==> src/rtl/serial_pattern_gen.sv <==
`default_nettype none
// ============================================================================
// Module   : serial_pattern_gen
// Brief    : Table-driven serial pattern generator. Shifts one WIDTH-bit
//            pattern out per frame. Define SPG_MSB_FIRST_EN for MSB-first order.
// Revision : 1.0 - initial release
// ============================================================================
module serial_pattern_gen #(
    parameter  int WIDTH  = 8,
    parameter  int ADDR_W = 3,
    localparam int CNT_W  = $clog2(WIDTH),
    localparam int DEPTH  = 2 ** ADDR_W
) (
    input  logic              clk,
    input  logic              clear,
    input  logic              en,
    input  logic              mode,
    input  logic              start,
    input  logic [ADDR_W-1:0] sel,
    input  logic              wr_en,
    input  logic [ADDR_W-1:0] wr_addr,
    input  logic [WIDTH-1:0]  wr_data,
    output logic              out,
    output logic [CNT_W-1:0]  bit_idx,
    output logic              frame_start,
    output logic              busy,
    output logic              done
);

    localparam logic [CNT_W-1:0] C_LAST_BIT = CNT_W'(WIDTH - 1);

    typedef enum logic [0:0] {
        ST_IDLE = 1'b0,
        ST_RUN  = 1'b1
    } state_t;

    state_t             r_state;
    state_t             w_state_nxt;
    logic [CNT_W-1:0]   r_cnt;
    logic [CNT_W-1:0]   w_cnt_nxt;
    logic [WIDTH-1:0]   r_shadow;
    logic [WIDTH-1:0]   w_shadow_nxt;
    logic               r_done;
    logic               w_done_nxt;
    logic [WIDTH-1:0]   w_table [DEPTH];
    logic [WIDTH-1:0]   w_sel_data;
    logic [CNT_W-1:0]   w_bit_pos;
    logic               w_busy;

    // Thermometer code for entry k: lowest min(k+1, WIDTH) bits set.
    function automatic logic [WIDTH-1:0] therm(input int k);
        logic [WIDTH-1:0] v;
        v = '0;
        for (int i = 0; i < WIDTH; i++) begin
            v[i] = (i <= k);
        end
        return v;
    endfunction

    for (genvar k = 0; k < DEPTH; k++) begin : g_entry
        localparam logic [WIDTH-1:0] C_THERM = therm(k);
        logic [WIDTH-1:0] r_entry;

        always_ff @(posedge clk or posedge clear) begin
            if (clear) begin
                r_entry <= C_THERM;
            end else if (wr_en && (wr_addr == ADDR_W'(k))) begin
                r_entry <= wr_data;
            end
        end

        assign w_table[k] = r_entry;
    end

    // Loads read the pre-edge table contents, so a same-edge write is not seen.
    assign w_sel_data = w_table[sel];

    always_ff @(posedge clk or posedge clear) begin
        if (clear) begin
            r_state  <= ST_IDLE;
            r_cnt    <= '0;
            r_shadow <= '0;
            r_done   <= 1'b0;
        end else begin
            r_state  <= w_state_nxt;
            r_cnt    <= w_cnt_nxt;
            r_shadow <= w_shadow_nxt;
            r_done   <= w_done_nxt;
        end
    end

    always_comb begin
        w_state_nxt  = r_state;
        w_cnt_nxt    = r_cnt;
        w_shadow_nxt = r_shadow;
        w_done_nxt   = 1'b0;
        case (r_state)
            ST_IDLE: begin
                if (en && (!mode || start)) begin
                    w_state_nxt  = ST_RUN;
                    w_cnt_nxt    = '0;
                    w_shadow_nxt = w_sel_data;
                end
            end
            ST_RUN: begin
                if (en) begin
                    if (r_cnt == C_LAST_BIT) begin
                        w_cnt_nxt = '0;
                        if (mode) begin
                            w_state_nxt = ST_IDLE;
                            w_done_nxt  = 1'b1;
                        end else begin
                            w_shadow_nxt = w_sel_data;
                        end
                    end else begin
                        w_cnt_nxt = r_cnt + CNT_W'(1);
                    end
                end
            end
            default: begin
                w_state_nxt = ST_IDLE;
                w_cnt_nxt   = '0;
            end
        endcase
    end

`ifdef SPG_MSB_FIRST_EN
    assign w_bit_pos = C_LAST_BIT - r_cnt;
`else
    assign w_bit_pos = r_cnt;
`endif

    assign w_busy      = (r_state == ST_RUN);
    assign busy        = w_busy;
    assign out         = w_busy & r_shadow[w_bit_pos];
    assign bit_idx     = r_cnt;
    assign frame_start = w_busy & (r_cnt == '0);
    assign done        = r_done;

endmodule
`default_nettype wire

==> config.mk <==
export PLATFORM = sky130hd
export DESIGN_NAME = serial_pattern_gen
export DESIGN_NICKNAME = d
export VERILOG_FILES = /design/src/rtl/serial_pattern_gen.sv
export SDC_FILE = /design/constraint.sdc
export NUM_CORES = 1
export LEC_CHECK = 0
export ABC_AREA = 0
export BUFFER_PORTS_ARGS = -buffer_cell sky130_fd_sc_hd__buf_2
export CAP_MARGIN = 25
export CORE_MARGIN = 5
export CORE_UTILIZATION = 33
export CTS_CLUSTER_SIZE = 24
export DETAILED_ROUTE_END_ITERATION = 12
export GPL_TIMING_DRIVEN = 1
export PLACE_DENSITY = 0.49
export RECOVER_POWER = 50
export SYNTH_ARGS = -nofsm -noshare
export SYNTH_HDL_FRONTEND = slang
export SYNTH_SLANG_ARGS = --single-unit
==> constraint.sdc <==
create_clock -name clk -period 2.6 [get_ports clk]
set_clock_uncertainty 0.2 [all_clocks]
set_input_delay 0.26 -clock clk [delete_from_list [all_inputs] [get_ports clk]]
set_output_delay 0.26 -clock clk [all_outputs]
set_load 0.05 [all_outputs]
# == After elaboration in Yosys (flattened, before gate mapping) ==
# Index checks and enable logic that the tools add are counted.
# Widths: inputs -> output; s select.
# totals
register_bits,77
# op_classes
bitwise,4
reduce_logical,15
n_lt_le_gt_ge,2
mux,23
eq_ne,12
n_addsub,1
# op_table
operator,n
$mux 8,6
$bmux 8 s3,1
$pmux 8 s2,1
$eq 3x3->1 const B,5
$logic_and 1x1->1,9
$mux 1,9
$mux 3,3
$eq 3x2->1 const B,2
$logic_not 3->1,2
$ne 2x2->1 const B,3
$pmux 3 s2,1
$ge 4x4->1 const B,1
$lt 3x4->1 const B,1
$not 3->4,1
$reduce_and 4->1,1
$add 3x1->3 const B,1
$bmux 1 s3,1
$eq 3x1->1 const B,1
$and 1x1->1,2
$ne 2x1->1 const B,1
$pmux 1 s2,1
$reduce_and 2->1,1
$logic_not 1->1,1
$logic_or 1x1->1,1
$not 1->1,1

# == Depth between registers and ports, before layout ==
# Gate-level depths: netlist (run 1).
# depth
depth_word,8
mapped_depth,6
depth_no_buf,5

# == Least setup slack after synthesis (run 1) ==
# OpenSTA, ideal clock, no wires.
# synth_path
kind,reg-to-output
from,"register r_cnt[0], in the netlist bit_idx[0]"
to,output out
slack_ns,0.358
arrival_time_ns,1.782
stages_incl_launch_ff,4
path_cell_list,dfrtp_1 -> mux4_2 -> mux2i_1 -> nor2_1
# synth_between
elab_chain_len,3
# synth_rtl
element,line_no,rtl
from (decl),39,logic [CNT_W-1:0] r_cnt;
from (signal assigned),86,r_cnt <= w_cnt_nxt;
$bmux 1 s3,135,assign out = w_busy & r_shadow[w_bit_pos];
$mux 1 (implied by the code),135,
$and 1x1->1,135,
to (decl),23,"output logic out,"
# Every way passes these cells. The select of a mux whose other input is x is not followed.

# == Worst setup path in the final report (run 1) ==
# Same ends and word-level chain as after synthesis.

==> results.sh, run 1 <==
export IMPL_place_area_um2=3970
export IMPL_hold_violations=0
export IMPL_crit_arrival_ns=1.74
export IMPL_grt_pass1_vias=2219
export IMPL_cts_root_buf="clkbuf_16"
export IMPL_final_cell_area_um2=4310
export IMPL_period_needed_ns=2.20
export IMPL_first_iter_violations=87
export IMPL_synthTopCellsByArea="dfrtp_1 (28%), dfstp_2 (26%), mux2_2 (24%)"
export IMPL_initial_core_util_pct=33.8
export IMPL_layout_nets=304
export IMPL_gr_total_overflow=0
export IMPL_required_ns=2.14
export IMPL_syn_nets=271
export IMPL_synth_edf_count=0
export IMPL_worst_slack_ns=0.403
export IMPL_dr_pass1_iters=4
export IMPL_ys_flop_type="dfrtp_1"
export IMPL_max_slew_margin_pct=28.8
export IMPL_finalCritPeriodShare_pct=84.5
export IMPL_power_density_nw_per_um2=945
export IMPL_cts_buffers=9
export IMPL_finalSetupTns_ns=0
export IMPL_vias_per_cell=5.03
export IMPL_path_cells="mux4_2 -> mux2i_1 -> nor2_1 -> buf_2"
export IMPL_final_setup_viol_count=0
export IMPL_chipHeight_um=116
export IMPL_wl_mm=7.48
export IMPL_core_um2=10900
export IMPL_synth_most_common_cell="mux2_2"
export IMPL_finalPower_w=0.00407
export IMPL_layoutNonFillerInstCount=425
export IMPL_syn_avg_cell_area_um2=15.0
export IMPL_cts_tree="built"
export IMPL_num_antenna_cells=0
export IMPL_clockBufferDepth=2
export IMPL_cts_resized=0
export IMPL_crit_path_top_delay_cell="mux4_2"
export IMPL_worstMarginPinSlew_ns=1.07
export IMPL_place_congestion=0.717
export IMPL_grt_use_total_pct=12.1
export IMPL_hpwlAfterDp_mm=5.02
export IMPL_io_pins=27
export IMPL_ys_seq_area_share_pct=53.3
export IMPL_insertion_delay_ns=0.33
export IMPL_io_buffers=26
export IMPL_clock_sinks=77
export IMPL_worst_setup_path_type="flop to output port"
export IMPL_clk_pin_slew_ns=0.06
export IMPL_power_leakage_nw=1.84
export IMPL_drc=0
export IMPL_cap_violations=0
export IMPL_wire_per_inst_um=17.6
export IMPL_num_vias=2137
export IMPL_yosys_register_bits=77
export IMPL_rows=38
export IMPL_rsz0062_at_grt="no"
export IMPL_cp_start_kind="flop"
export IMPL_dieArea_um2=13400
export IMPL_ys_types=32
export IMPL_grt_max_degree=78
export IMPL_synth_area_leader_cell="dfrtp_1"
export IMPL_htreeDepth=3
export IMPL_synthArstFlopShare_pct=100
export IMPL_grt_antenna_before_repair=0
export IMPL_crit_path_end_kind="output port"
export IMPL_synthTopCellsByCount="mux2_2 (78), dfrtp_1 (41), dfstp_2 (36)"
export IMPL_dieWidth_um=116
export IMPL_numPlacedInstances=408
export IMPL_yosysTopAreaCellShare_pct=27.7
export IMPL_cpPeakStageDelay_ns=0.53
export IMPL_irDropWorstVdd_v=0.000564
export IMPL_synthesis_area_um2=3700
export IMPL_final_max_slew_viol_count=0
export IMPL_grt_pass1_wl_mm=12.4
export IMPL_hold_class="input port to flop"
export IMPL_detailedPlace_worstSlack_ns=0.458
export IMPL_outcome="complete, no violations"
export IMPL_path_max_fanout=7
export IMPL_ant_nets=0
export IMPL_syn_inst=247
export IMPL_clock_fmax_mhz=455
export IMPL_drive_above_1_share_pct=60.7
export IMPL_yosys_warnings=0
export IMPL_syn2layout_area_growth_pct=16.4
[logic make-up (layout without fill, tap and decap cells)]
family / after synthesis / count (layout) / synth area share, %
adder cells (fa/ha/maj): 4 / 4 / 1.35
multiplexers: 107 / 107 / 33.4
AND/OR/NAND/NOR: 22 / 22 / 4.63
buffers and inverters: 15 / 53 / 2.77
AO/OA/AOI/OAI: 22 / 22 / 4.56
flip-flops: 77 / 77 / 53.3
[report_power, final]
part	switching, W	internal (W)	leakage, nW
Combinational	0.000455	0.000472	0.800
Clock	0.000465	0.000911	0.169
Sequential	0.000178	0.00159	0.872
Total	0.00110	0.00297	1.84
[flip-flops by register name (all words and copies together) (netlist names)]
name and count:
g_entry.r_entry 64, done 1, r_shadow 8, bit_idx 3, busy 1
[area by class of cell]
type / count / area [um2]
clock inverters: 2 / 35.0
multi-input cells: 155 / 1630
repair buffers: 32 / 173
well taps: 140 / 175
clock buffers: 14 / 307
flip-flops and latches: 77 / 1970
fillers: 1043 / 6630
inverters: 5 / 18.8
[cell usage in the layout, fill, tap and decap left out, types with 3 or more instances in the layout]
| cell type | netlist | layout |
|---|---|---|
| clkbuf_16 | 0 | 11 |
| nand2_1 | 4 | 4 |
| inv_1 | 5 | 5 |
| ha_1 | 4 | 4 |
| buf_4 | 0 | 3 |
| o22ai_1 | 8 | 8 |
| nand4b_1 | 3 | 3 |
| nor2_1 | 5 | 5 |
| mux2i_1 | 17 | 17 |
| mux2_4 | 8 | 8 |
| buf_2 | 3 | 25 |
| mux2_2 | 78 | 78 |
| clkbuf_1 | 1 | 3 |
| dfstp_2 | 36 | 36 |
| a221oi_1 | 8 | 8 |
| a32o_1 | 3 | 3 |
| dfrtp_1 | 41 | 41 |
[layer usage]
metal	vias up	global-route usage, %	wire, um
li1	997	-	-
met1	1097	17.7	3770
met2	31	17.6	3350
met3	12	2.82	261
met4	0	4.18	110
met5	-	0	0
[metrics by stage]
step / hold WS [ns] / utilization, %
after CTS: 0.0563 / 39.5
after global routing: 0.0819 / 39.4
after detailed placement: 0.193 / 36.3
after floorplan: 0.210 / -
after global placement: 0.188 / 36.3
final: 0.0631 / 39.4
[worst max-delay path: cells and delay by family (launching register included)]
kind                   cells  cell delay [ns]
multiplexers               2             0.67
flip-flops                 1             0.48
buffers and inverters      1             0.20
AND/OR/NAND/NOR            1             0.05
[final timing paths]
path	start	endpoint	slack, ns	depth (start not counted)
min	en	busy	0.06	3
min in group asynchronous	clear	g_entry[0].r_entry[1]	0.65	4
max reg2reg	bit_idx[0]	r_shadow[6]	0.46	5
max	bit_idx[0]	out	0.40	4
min reg2reg	g_entry[4].r_entry[7]	g_entry[4].r_entry[7]	0.30	1
max in group asynchronous	clear	g_entry[6].r_entry[7]	0.88	4
[timing repair]
item                      4_1_cts  5_1_grt
setup buffers                   0        0
hold buffers                    1        0
hold endpoints to repair       41        0
No activity file was read; power rests on OpenSTA's default activity.
==> inputs of run 2 (changes only) <==
- PLACE_DENSITY: 0.49 -> 0.51
- clock period: 2.6 -> 2 ns (I/O delays scaled with it)
==> results.sh, run 2 (synthesized netlist as in run 1, its figures left out) <==
export IMPL_p_int_w=0.00364
export IMPL_num_antenna_cells=0
export IMPL_outcome="finished with violations"
export IMPL_p_switching_w=0.00155
export IMPL_crit_arrival_ns=1.69
export IMPL_grt_max_degree=35
export IMPL_drive_above_1_share_pct=60.0
export IMPL_clock_sinks=77
export IMPL_power_density_nw_per_um2=1180
export IMPL_mostFrequentLayoutCells="mux2_2 (78), dfrtp_1 (39), dfstp_2 (36), buf_2 (22), mux2i_1 (16)"
export IMPL_finalCritPeriodShare_pct=104
export IMPL_grt_antenna_before_repair=0
export IMPL_required_ns=1.60
export IMPL_hpwlAfterDp_mm=5.46
export IMPL_failed_checks="setup timing"
export IMPL_htreeDepth=3
export IMPL_crit_path_end_kind="output port"
export IMPL_grt_use_total_pct=13.3
export IMPL_largest_reg_flops=64
export IMPL_grt_pass1_vias=2397
export IMPL_chipHeight_um=116
export IMPL_hold_ws_ns=0.00498
export IMPL_cts_tree="built"
export IMPL_multi_input_area_um2=1630
export IMPL_final_setup_viol_count=1
export IMPL_wire_per_inst_um=18.2
export IMPL_dieArea_um2=13400
export IMPL_ant_nets=0
export IMPL_irDropWorstVdd_v=0.000933
export IMPL_clockPowerShare_pct=29.4
export IMPL_hold_violations=0
export IMPL_io_pins=27
export IMPL_core_um2=10900
export IMPL_final_common_cell="mux2_2"
export IMPL_final_max_slew_viol_count=0
export IMPL_finalPower_w=0.00519
export IMPL_final_cell_area_um2=4410
export IMPL_vias_per_cell=5.02
export IMPL_seq_area_um2=1970
export IMPL_cap_violations=0
export IMPL_p_comb_share_pct=26.7
export IMPL_cts_buffers=9
export IMPL_worstMarginPinSlew_ns=0.973
export IMPL_period_needed_ns=2.09
export IMPL_dr_pass1_iters=4
export IMPL_top_register="g_entry.r_entry"
export IMPL_insertion_delay_ns=0.34
export IMPL_clk_pin_slew_ns=0.06
export IMPL_drc=0
export IMPL_syn2layout_area_growth_pct=19.3
export IMPL_utilization_pct=40.4
export IMPL_io_buffers=26
export IMPL_cts_root_buf="clkbuf_16"
export IMPL_worst_setup_path_type="flop to output port"
export IMPL_path_max_fanout=3
export IMPL_rsz0062_at_grt="yes"
export IMPL_place_congestion=0.686
export IMPL_max_slew_margin_pct=34.8
export IMPL_dieWidth_um=116
export IMPL_grt_pass1_wl_mm=13.1
export IMPL_wl_mm=8.09
export IMPL_worst_slack_ns=-0.0895
export IMPL_cp_start_kind="flop"
export IMPL_clock_fmax_mhz=479
export IMPL_power_switching_share_pct=29.9
export IMPL_seq_power_share_pct=43.9
export IMPL_rows=38
export IMPL_nFillCells=1038
export IMPL_num_vias=2235
export IMPL_initial_core_util_pct=33.8
export IMPL_power_leakage_nw=1.86
export IMPL_hold_class="input port to flop"
export IMPL_first_iter_violations=70
export IMPL_layout_nets=324
export IMPL_finalSetupTns_ns=-0.0895
export IMPL_clockBufferDepth=2
export IMPL_place_area_um2=4110
export IMPL_gr_total_overflow=0
==> run 2: cell count changes in the layout (fill, tap and decap cells not counted), sizes merged <==
cell / change
clkbuf: +6
inv: +1
buf: +4
clkinv: +1
clkinvlp: +3
bufinv: -1
dlygate4sd3: +6
==> run 2: metal layers <==
metal	share of wire [%]	wire length (um)	up-vias	track usage, %
met5	0	0	-	0
met4	1.2	96	0	3.94
met3	4.3	350	8	4.44
met2	47	3830	35	20.7
met1	47	3810	1156	17.6
li1	-	-	1036	-
==> run 2: worst paths after layout <==
path / from / to / slack [ns] / depth (start not counted)
worst max-delay path: bit_idx[0] / out / -0.09 / 5
worst min-delay path: wr_data[1] / g_entry[5].r_entry[1] / 0.005 / 2
worst max register to register: bit_idx[0] / r_shadow[0] / 0.08 / 5
worst min register to register: g_entry[5].r_entry[6] / g_entry[5].r_entry[6] / 0.30 / 1
max in group asynchronous: clear / g_entry[7].r_entry[4] / 0.29 / 4
min in group asynchronous: clear / r_shadow[1] / 0.37 / 3
==> run 2: timing repair <==
| item | CTS | global route |
|---|---|---|
| setup buffers | 1 | 0 |
| hold buffers | 7 | 0 |
| endpoints found under the hold margin | 38 | 0 |
| resized for setup | 3 | 6 |
| endpoints found under the setup margin | 1 | 2 |
| pin swaps | 0 | 2 |
==> run 2: power by group through the flow <==
stage | combinational, W | clock [W] | sequential [W]
after floorplan | 0.000910 | 0 | 0.00236
after global placement | 0.00131 | 0 | 0.00229
after detailed placement | 0.00132 | 0 | 0.00231
after CTS | 0.00138 | 0.00158 | 0.00228
after global routing | 0.00151 | 0.00164 | 0.00233
final | 0.00139 | 0.00153 | 0.00228
==> run 2: worst max-delay path: stages, from the launching register on <==
cell	delay [ns]
dfrtp_2	0.36
buf_6	0.11
mux4_2	0.50
mux2i_2	0.17
nor2_2	0.06
buf_6	0.15
==> run 2: cell type report <==
class                   count  share of cell area, %
multi-input cells         155                   36.8
clock inverters             6                   1.05
well taps                 140                   3.97
clock buffers              10                   5.19
repair buffers             52                   7.79
inverters                   5                  0.454
flip-flops and latches     77                   44.7
==> run 2: metrics by stage <==
| step | worst slack [ns] | cells |
|---|---|---|
| after floorplan | -0.0191 | 247 |
| after global placement | 0.111 | 421 |
| after detailed placement | 0.0887 | 421 |
| after CTS | -0.104 | 445 |
| after global routing | -0.143 | 445 |
| final | -0.0895 | 445 |
==> inputs of run 3 (changes only) <==
- CORE_MARGIN: 5 -> default
- clock period: 2 -> 1.75 ns (I/O delays scaled with it)
==> results.sh, run 3 (synthesized netlist as in run 1, its figures left out) <==
export IMPL_required_ns=1.37
export IMPL_gr_total_overflow=0
export IMPL_r2r_setup_slack_ns=-0.21
export IMPL_ant_nets=0
export IMPL_final_common_cell="mux2_2"
export IMPL_power_leakage_nw=1.98
export IMPL_cap_violations=0
export IMPL_reg2reg_depth=6
export IMPL_grt_pass1_wl_mm=13.1
export IMPL_cp_depth=4
export IMPL_crit_family="multiplexers"
export IMPL_grt_antenna_before_repair=0
export IMPL_core_um2=10900
export IMPL_initial_core_util_pct=34.0
export IMPL_largest_reg_flops=64
export IMPL_vias_per_cell=4.93
export IMPL_seq_area_um2=1970
export IMPL_finalCritPeriodShare_pct=117
export IMPL_io_buffers=26
export IMPL_worst_setup_path_type="flop to output port"
export IMPL_layout_nets=336
export IMPL_clockBufferDepth=2
export IMPL_cpPeakStageDelay_ns=0.54
export IMPL_worstMarginPinSlew_ns=0.708
export IMPL_startpoint="bit_idx[0]"
export IMPL_cp_start_kind="flop"
export IMPL_grt_max_degree=33
export IMPL_clock_fmax_mhz=486
export IMPL_clock_sinks=77
export IMPL_wl_mm=7.80
export IMPL_place_congestion=0.727
export IMPL_rows=38
export IMPL_htreeDepth=3
export IMPL_max_slew_margin_pct=52.7
export IMPL_chipHeight_um=108
export IMPL_grt_use_total_pct=15.1
export IMPL_outcome="finished with violations"
export IMPL_cts_buffers=9
export IMPL_drc=0
export IMPL_mostFrequentLayoutCells="mux2_2 (70), dfrtp_1 (39), dfstp_2 (36), buf_4 (21)"
export IMPL_dr_pass1_iters=4
export IMPL_crit_end="out"
export IMPL_hold_violations=0
export IMPL_io_pins=27
export IMPL_hold_ws_ns=0.0425
export IMPL_first_iter_violations=54
export IMPL_path_cells="mux4_2 -> mux2i_4 -> nor2_4 -> buf_6"
export IMPL_num_vias=2255
export IMPL_crit_arrival_ns=1.68
export IMPL_dieWidth_um=108
export IMPL_reg2reg_from="bit_idx[0]"
export IMPL_rsz0062_at_grt="yes"
export IMPL_clk_pin_slew_ns=0.08
export IMPL_crit_path_top_delay_cell="mux4_2"
export IMPL_failed_checks="setup timing"
export IMPL_grt_pass1_vias=2441
export IMPL_syn2layout_area_growth_pct=24.5
export IMPL_cts_root_buf="clkbuf_8"
export IMPL_num_antenna_cells=0
export IMPL_hpwlAfterDp_mm=5.27
export IMPL_irDropWorstVdd_v=0.000788
export IMPL_final_setup_viol_count=10
export IMPL_cp_num_buf_inv=1
export IMPL_finalSetupTns_ns=-2.07
export IMPL_final_max_slew_viol_count=0
export IMPL_path_max_fanout=3
export IMPL_crit_path_end_kind="output port"
export IMPL_nFillCells=1032
export IMPL_insertion_delay_ns=0.34
export IMPL_hold_class="input port to flop"
export IMPL_top_register="g_entry.r_entry"
export IMPL_drive_above_1_share_pct=62.8
export IMPL_cts_tree="built"
export IMPL_r2r_end="r_shadow[7]"
export IMPL_dieArea_um2=11600
export IMPL_worst_slack_ns=-0.306
export IMPL_wire_per_inst_um=17.1
export IMPL_power_density_nw_per_um2=1310
export IMPL_period_needed_ns=2.06
export IMPL_multi_input_area_um2=1690
run 3: changes by cell type in the layout (fill, tap and decap cells not counted), moves of 3 or more:
cell and change:
clkbuf_16 -9, clkbuf_1 -5, bufinv_16 +3, mux2_4 +8, buf_2 -7, clkbuf_8 +10
buf_4 +16, mux2_2 -8, dlygate4sd3_1 +4
run 3: how the worst min path moves through the flow:
stage | start | end | slack [ns] | cells after the start
2_1_floorplan | en | busy | 0.12 | 2
3_3_place_gp | clear | g_entry[2].r_entry[4] | -0.01 | 2
3_5_place_dp | clear | g_entry[3].r_entry[4] | -0.009 | 2
4_1_cts | start | busy | 0.03 | 4
5_1_grt | start | busy | 0.07 | 4
6_report | start | busy | 0.04 | 4
run 3: timing repair:
action,in CTS,in global routing
pin swaps,2,1
hold buffers,11,0
endpoints found under the setup margin,10,11
hold endpoints to repair,107,0
setup buffers,2,0
gates resized for setup,16,3
run 3: final cells by class:
| type | count | area share, % |
|---|---|---|
| Clock buffer | 10 | 2.99 |
| Clock inverter | 6 | 2.39 |
| Inverter | 5 | 0.434 |
| Multi-Input combinational cell | 155 | 36.7 |
| Sequential cell | 77 | 42.8 |
| Tap cell | 140 | 3.80 |
| Timing Repair Buffer | 64 | 10.8 |
run 3: report_power, final:
group | leakage, nW | internal (W) | switching [W]
Sequential | 0.870 | 0.00236 | 0.000229
Clock | 0.119 | 0.000983 | 0.000654
Combinational | 0.990 | 0.000976 | 0.000828
run 3: through the flow:
| stage | instance area (um2) | worst slack (ns) | power [W] | instances | utilization, % |
|---|---|---|---|---|---|
| 2_1_floorplan | 3720 | -0.233 | 0.00375 | 247 | - |
| 3_3_place_gp | 4200 | -0.160 | 0.00416 | 428 | 38.6 |
| 3_5_place_dp | 4200 | -0.198 | 0.00421 | 428 | 38.6 |
| 4_1_cts | 4640 | -0.317 | 0.00609 | 457 | 42.6 |
| 5_1_grt | 4610 | -0.375 | 0.00638 | 457 | 42.3 |
| 6_report | 4610 | -0.306 | 0.00603 | 457 | 42.3 |
run 3: per-layer routing:
| metal | GRT usage (%) | part of all wire [%] |
|---|---|---|
| met5 | 0 | 0 |
| met4 | 5.87 | 1.3 |
| met3 | 2.36 | 2.0 |
| met2 | 23.9 | 46 |
| met1 | 20.8 | 51 |
run 3: tightest hold or removal path: stages:
cell and delay [ns]:
buf_2 0.07, nand2b_1 0.14, a21oi_1 0.08, nor2_1 0.08
